File: config.mk
export PLATFORM = sky130hd
export DESIGN_NAME = serial_word_tx
export DESIGN_NICKNAME = d
export VERILOG_FILES = /design/src/rtl/serial_word_tx_pkg.sv /design/src/rtl/serial_word_tx_counter.sv /design/src/rtl/serial_word_tx.sv
export SDC_FILE = /design/constraint.sdc
export NUM_CORES = 1
export LEC_CHECK = 0
export ABC_AREA = 0
export ABC_CLOCK_PERIOD_IN_PS = 3300
export CAP_MARGIN = 10
export CELL_PAD_IN_SITES_DETAIL_PLACEMENT = 1
export CELL_PAD_IN_SITES_GLOBAL_PLACEMENT = 2
export CORE_MARGIN = 5
export CORE_UTILIZATION = 29
export CTS_CLUSTER_DIAMETER = 120
export DETAILED_ROUTE_END_ITERATION = 6
export MAX_ROUTING_LAYER = met4
export PLACE_DENSITY_LB_ADDON = 0.1
export RECOVER_POWER = 100
export SYNTH_ARGS = -nofsm -noshare
export SYNTH_HDL_FRONTEND = slang
export SYNTH_SLANG_ARGS = --single-unit
File: constraint.sdc
create_clock -name t_clk -period 3.3 [get_ports t_clk]
set_input_delay 0.66 -clock t_clk [delete_from_list [all_inputs] [get_ports t_clk]]
set_output_delay 0.66 -clock t_clk [all_outputs]
set_load 0.005 [all_outputs]
File: src/rtl/serial_word_tx_pkg.sv
// Shared definitions for the serial word transmitter: FSM state encoding
// and the default word width.
package serial_word_tx_pkg;

    localparam int W_DEF = 8;

    typedef enum logic [0:0] {
        IDLE  = 1'b0,
        SHIFT = 1'b1
    } state_e;

    localparam logic [0:0] ST_IDLE  = 1'b0;
    localparam logic [0:0] ST_SHIFT = 1'b1;

    // Counter width for a 0..w-1 bit index; never narrower than one bit.
    function automatic int cnt_width(input int w);
        return (w > 1) ? $clog2(w) : 1;
    endfunction

endpackage

File: src/rtl/serial_word_tx_counter.sv
// Bit-position counter for the serializer. It counts 0..W-1, saturates
// at W-1 and flags the last bit position.
module ser_bit_counter
    import serial_word_tx_pkg::*;
#(
    parameter int W = W_DEF,
    localparam int CW = cnt_width(W)
) (
    input  logic          t_clk,
    input  logic          rst_n,
    input  logic          clr,
    input  logic          en,
    output logic [CW-1:0] cnt,
    output logic          is_last
);

    localparam logic [CW-1:0] CNT_ZERO = {CW{1'b0}};
    localparam logic [CW-1:0] CNT_ONE  = CW'(1);
    localparam logic [CW-1:0] CNT_LAST = CW'(W - 1);

    logic [CW-1:0] cnt_r;
    logic          is_last_s;

    // Clear has priority over enable; increment stops at the last position.
    always_ff @(posedge t_clk) begin
        if (!rst_n) begin
            cnt_r <= CNT_ZERO;
        end else if (clr) begin
            cnt_r <= CNT_ZERO;
        end else if (en && !is_last_s) begin
            cnt_r <= cnt_r + CNT_ONE;
        end else begin
            cnt_r <= cnt_r;
        end
    end

    // Last-position decode.
    always_comb begin
        is_last_s = (cnt_r == CNT_LAST);
    end

    assign cnt     = cnt_r;
    assign is_last = is_last_s;

endmodule

File: src/rtl/serial_word_tx.sv
// Parallel-to-serial word transmitter, LSB first, with a word-start strobe
// and back-to-back acceptance on the last bit of the current word.
module serial_word_tx
    import serial_word_tx_pkg::*;
#(
    parameter int W = W_DEF
) (
    input  logic         t_clk,
    input  logic         rst_n,
    input  logic         in_valid,
    input  logic [W-1:0] in_data,
    output logic         in_ready,
    output logic         ser_bit,
    output logic         ser_start,
    output logic         ser_valid,
    output logic         busy
);

    localparam int CW = cnt_width(W);
    localparam logic [CW-1:0] CNT_ZERO = {CW{1'b0}};

    logic [0:0]    state_r;
    logic [W-1:0]  shift_r;
    logic [CW-1:0] cnt_s;
    logic          is_last_s;
    logic          in_shift_s;
    logic          in_ready_s;
    logic          xfer_s;
    logic          cnt_clr_s;
    logic          cnt_en_s;

    ser_bit_counter #(
        .W (W)
    ) u_cnt (
        .t_clk   (t_clk),
        .rst_n   (rst_n),
        .clr     (cnt_clr_s),
        .en      (cnt_en_s),
        .cnt     (cnt_s),
        .is_last (is_last_s)
    );

    // Ready depends only on state and counter, never on in_valid.
    always_comb begin
        in_shift_s = (state_r == ST_SHIFT);
        case (state_r)
            ST_IDLE:  in_ready_s = 1'b1;
            ST_SHIFT: in_ready_s = is_last_s;
            default:  in_ready_s = 1'b0;
        endcase
        xfer_s    = in_valid & in_ready_s;
        cnt_clr_s = xfer_s | (in_shift_s & is_last_s);
        cnt_en_s  = in_shift_s & ~is_last_s;
    end

    // FSM and shift register; a new word on the last bit reloads without a gap.
    always_ff @(posedge t_clk) begin
        if (!rst_n) begin
            state_r <= ST_IDLE;
            shift_r <= {W{1'b0}};
        end else begin
            case (state_r)
                ST_IDLE: begin
                    if (xfer_s) begin
                        state_r <= ST_SHIFT;
                        shift_r <= in_data;
                    end else begin
                        state_r <= ST_IDLE;
                        shift_r <= shift_r;
                    end
                end
                ST_SHIFT: begin
                    if (xfer_s) begin
                        state_r <= ST_SHIFT;
                        shift_r <= in_data;
                    end else if (is_last_s) begin
                        state_r <= ST_IDLE;
                        shift_r <= {1'b0, shift_r[W-1:1]};
                    end else begin
                        state_r <= ST_SHIFT;
                        shift_r <= {1'b0, shift_r[W-1:1]};
                    end
                end
                default: begin
                    state_r <= ST_IDLE;
                    shift_r <= {W{1'b0}};
                end
            endcase
        end
    end

    // Serial outputs decode from state, counter and shift register only.
    always_comb begin
        if (in_shift_s) begin
            ser_bit   = shift_r[0];
            ser_valid = 1'b1;
            busy      = 1'b1;
            ser_start = (cnt_s == CNT_ZERO);
        end else begin
            ser_bit   = 1'b0;
            ser_valid = 1'b0;
            busy      = 1'b0;
            ser_start = 1'b0;
        end
    end

    assign in_ready = in_ready_s;

endmodule

* Word-level counts from Yosys, hierarchy flattened
Cells that the tools add are included.
** Storage, ports and cells
- Register bits after elaboration :: 12
** Operators by class
- Bitwise logic cells :: 7
- Reductions and logical operators :: 4
- Equality and inequality tests :: 2
- Add/sub/neg operators :: 1
- Multiplexer cells :: 11
** Operators with widths (number)
- two-way mux 8 bit :: 2
- case mux 8 bit (2 select lines) :: 1
- two-way mux 1 bit :: 6
- case mux 1 bit (2 select lines) :: 2
- adder 3 x 1 -> 3 bit (second input constant) :: 1
- AND 1 bit :: 3
- == test 3 bit (second input constant) :: 1
- zero test 3 bit :: 1
- inverter 1 bit :: 3
- != test 2 bit (second input constant) :: 1
- OR reduction 2 bit :: 1
- logical AND 1 bit :: 1
- zero test 1 bit :: 1
- OR 1 bit :: 1

* Depth between registers and ports, before layout
- Depth in word-level cells :: 5
- Gate-level depth with buffers :: 6
- Mapped depth without buffers :: 6

* Modules after synthesis
Synthesis repeated with hierarchy kept, for this count alone.
** Second synthesis, totals
- Cells, all modules :: 69
- Area, all modules :: 714.4 um^2
** By module, submodules not included
- serial_word_tx :: times used 1, area an instance 569.3 um^2, sequential area each 180.2 um^2, cells each 56
- ser_bit_counter :: times used 1, area an instance 145.1 um^2, sequential area each 60.1 um^2, cells each 13

* Least setup slack after synthesis
OpenSTA, ideal clock, no wires.
- Kind :: register to output
- Start :: reg u_cnt.cnt_r[0] (netlist: u_cnt.cnt[0])
- End :: out in_ready
- Arrival time :: 985 ps
- Cell stages (with the launch flop) :: 5
- Data required time :: 2640 ps
- Slack :: 1655 ps
- Cells stage by stage :: dfxtp_1 ha_1 ha_1 and2b_2 inv_1
** On the way
- Word-level cells in the longest chain between the ends :: 2
** Ends and longest elaborated chain
- start, declared :: line serial_word_tx_counter.sv:21 : logic [CW-1:0] cnt_r;
- start signal, assigned :: line serial_word_tx_counter.sv:31 : cnt_r <= cnt_r + CNT_ONE;
- start signal, assigned :: line serial_word_tx_counter.sv:33 : cnt_r <= cnt_r;
- == test 3 bit :: line serial_word_tx_counter.sv:39 : is_last_s = (cnt_r == CNT_LAST);
- case mux 1 bit (2 select lines) :: line serial_word_tx.sv:46 : case (state_r)
- end, declared :: line serial_word_tx.sv:12 : output logic in_ready,
Every way passes these cells.

* Worst setup path in the final report
- Start :: in in_valid
- End :: reg shift_r[3]
** On the way
- Word-level cells in the longest chain between the ends :: 3
- Elaborated cells between the ends (all ways) :: 4
** Ends and longest elaborated chain
- start, declared :: line serial_word_tx.sv:10 : input logic in_valid,
- AND 1 bit * :: line serial_word_tx.sv:51 : xfer_s = in_valid & in_ready_s;
- two-way mux 8 bit :: line serial_word_tx.sv:73 : if (xfer_s) begin
- case mux 8 bit (2 select lines) :: line serial_word_tx.sv:62 : case (state_r)
- end signal, assigned :: line serial_word_tx.sv:66 : shift_r <= in_data;
- end signal, assigned :: line serial_word_tx.sv:75 : shift_r <= in_data;
- end signal, assigned :: line serial_word_tx.sv:78 : shift_r <= {1'b0, shift_r[W-1:1]};
- end, declared :: line serial_word_tx.sv:23 : logic [W-1:0] shift_r;
Every way passes the cells marked *; elsewhere a longest branch is shown, timed or not.
A chain may end at the register's enable or synchronous reset.

==> qor.log <==
INFO  clock_network  post_cts.resized_instances=0
INFO  clock_network  cts_tree=done
INFO  synthesis      post_synthesis_cell_type_count=21
INFO  global_routing grt_first_pass_wirelength=2.02mm
INFO  floorplan      boundaryPins=16
INFO  cells_and_area design.final.nets=89
INFO  clock_network  buffer_levels_on_the_longest_clock_path=2
INFO  pwr            p_per_area=438nW/um^2
INFO  route          iteration_count_of_the_initial_detailed_routing_pass=2
INFO  sta            period_needed=2.59ns
INFO  cells_and_area finish.utilization=0.390
INFO  cells_and_area drive_gt1_frac=0.0811
INFO  clock_network  worst_setup_hold_path_clk_slew=0.08ns
INFO  route          final_antenna_net_count=0
INFO  clock_network  clock_insertion_delay_worst_skew=0.27ns
INFO  placed_design  gpl.final_weighted_congestion=0.696
INFO  sta            report.final.hold_viol_count=0
INFO  global_routing grt_pass1_vias=423
INFO  floorplan      die_w=54.9um
INFO  sta            max_freq=0.386GHz
INFO  cells_and_area areaGrowthSynthToFinish=29.3%
INFO  floorplan      core-area=1940um^2
INFO  cells_and_area most_common_cell_after_layout_fill_and_taps_aside=dfxtp_1
INFO  sta            timing.clock.skew=0.00274ns
INFO  placed_design  dp_cells=97
INFO  setup_path     cp_data_required_time=3.43ns
INFO  floorplan      die_area=3020um^2
INFO  cells_and_area fin_cells=101
INFO  cells_and_area most-common-layout-cells=dfxtp_1, mux2i_1, clkdlybuf4s50_1
INFO  synthesis      syn_nets=74
INFO  sta            final_hold_slack=0.535ns
INFO  route          wl_per_cell=12.1um
INFO  global_routing grt_overflow=0
INFO  run_status     outcome=finished, final reports clean
INFO  placed_design  io_buffer_count=15
INFO  route          routed_via_density=4.37
INFO  clock_network  clock_tree_root=clkbuf_4
INFO  global_routing gr-usage-all-layers=0.100
INFO  floorplan      die_height=54.9um
INFO  clock_network  cts_sinks=12
INFO  synthesis      avgSynthCellArea=9.76um^2
INFO  route          vias=441
INFO  route          drc=0
INFO  global_routing maximum_number_of_pins_on_one_net_before_global_route_repair=16
INFO  synthesis      synth_area=586um^2
INFO  route          route.final.wire_length=1.22mm
INFO  floorplan      floorplan.rows=16
INFO  floorplan      initial_util=0.302
INFO  setup_path     timing.critical_path.arrival=2.72ns
INFO  setup_path     timing.critical_path.from_type=primary input
INFO  route          dr.first_iter.drc_count=2
INFO  setup_path     path_class=in2reg
INFO  clock_network  hold_buffers=0
INFO  sta            final-max-slew-violation-count=0
INFO  synthesis      synth_seq_cells=12
INFO  sta            worst_slew_pin_slew=1.37ns
INFO  cells_and_area antennaDiodeCount=0
INFO  hold_path      hp-class=reg2reg
INFO  synthesis      synthesis.instances=60
INFO  sta            maxSlewHeadroom=0.0785
INFO  sta            period_share=0.786
INFO  pwr            power.ir.vdd_worst=246uV
INFO  pwr            leakagePower=0.304nW
INFO  sta            rsz0062_at_grt=false
INFO  sta            final.setup.tns=0ns
INFO  setup_path     crit_path_end_kind=flip-flop
INFO  clock_network  h-tree-depth=1
INFO  run            max_cap_violations=0
INFO  placed_design  detailed_place_hpwl=891um
INFO  sta            report.final.setup_viol=0
INFO  clock_network  cts-buffers-inserted=3
INFO  setup_path     timing.critical_path.fanout_max=7
INFO  clock_network  post-cts-setup-buffer-count=0
INFO  global_routing initial_antenna_violation_count=0
INFO  synthesis      yosysWarningCount=0
INFO  synthesis      synth.yosys.seq_area_share=0.410
## cell usage after synthesis (all sizes together)
cell type | instances | area share
a21boi | 1 | 0.019
clkbuf | 1 | 0.0064
inv | 3 | 0.019
dfxtp | 12 | 0.41
a22oi | 2 | 0.026
mux2i | 8 | 0.14
ha | 3 | 0.064
and2b | 1 | 0.015
a32oi | 1 | 0.015
and2 | 2 | 0.024
o21ai | 7 | 0.060
or2 | 1 | 0.011
a21oi | 7 | 0.060
nand2 | 1 | 0.0064
nor2b | 3 | 0.032
o21a | 1 | 0.013
nor2 | 2 | 0.013
buf | 4 | 0.071
## stage by stage
step	power, mW	area [um^2]	setup WS (ns)
2_1_floorplan	0.199	586	1.66
3_3_place_gp	0.221	724	1.06
3_5_place_dp	0.221	724	1.07
4_1_cts	0.341	761	0.770
5_1_grt	0.355	757	0.578
6_report	0.332	757	0.706
## sequential cells by signal, summed over array words and instances, names as in the netlist
signal / flops
shift_r: 8
in_shift_s: 1
u_cnt.cnt: 3
## per-layer routing
layer | wire, um | global-route usage
met1 | 649 | 0.144
met2 | 493 | 0.120
met3 | 67 | 0.0268
met4 | 14 | 0.0607
met5 | 0 | -
## area by class of cell
| class | count | area [um^2] |
|---|---|---|
| clock buffers | 4 | 36.3 |
| fillers | 243 | 1180 |
| inverters | 3 | 11.3 |
| multi-input cells | 40 | 285 |
| flip-flops and latches | 12 | 240 |
| well taps | 27 | 33.8 |
| repair buffers | 15 | 150 |
## critical path, stage by stage
cell,delay (ns)
dlygate4sd3_1,0.60
a21boi_0,1.08
mux2i_1,0.30
a21oi_1,0.09
## cells by family (layout without fill, tap and decap cells)
group | after synthesis | count (layout) | synth area share
and+or+nand+nor | 10 | 10 | 0.100
DFF | 12 | 12 | 0.410
adders and majority gates | 3 | 3 | 0.0641
buffers and inverters | 8 | 22 | 0.0961
muxes | 8 | 8 | 0.137
AOI/OAI and AO/OA | 19 | 19 | 0.192
## worst paths after layout
path,endpoint,slack (ns),startpoint,cells after the start
worst max register to register,shift_r[3],1.02,u_cnt.cnt[0],5
worst min register to register,shift_r[3],0.53,shift_r[3],2
worst min-delay path,shift_r[3],0.53,shift_r[3],2
worst max-delay path,shift_r[3],0.71,in_valid,4
## report_power, final
| group | leakage (nW) | switching (mW) | total, mW | internal, mW |
|---|---|---|---|---|
| combinational | 0.184 | 0.0223 | 0.0524 | 0.0301 |
| sequential | 0.0992 | 0.00651 | 0.162 | 0.155 |
| clock | 0.0210 | 0.0509 | 0.118 | 0.0670 |
| total | 0.304 | 0.0797 | 0.332 | 0.252 |
(Power assumes the default switching activity.)
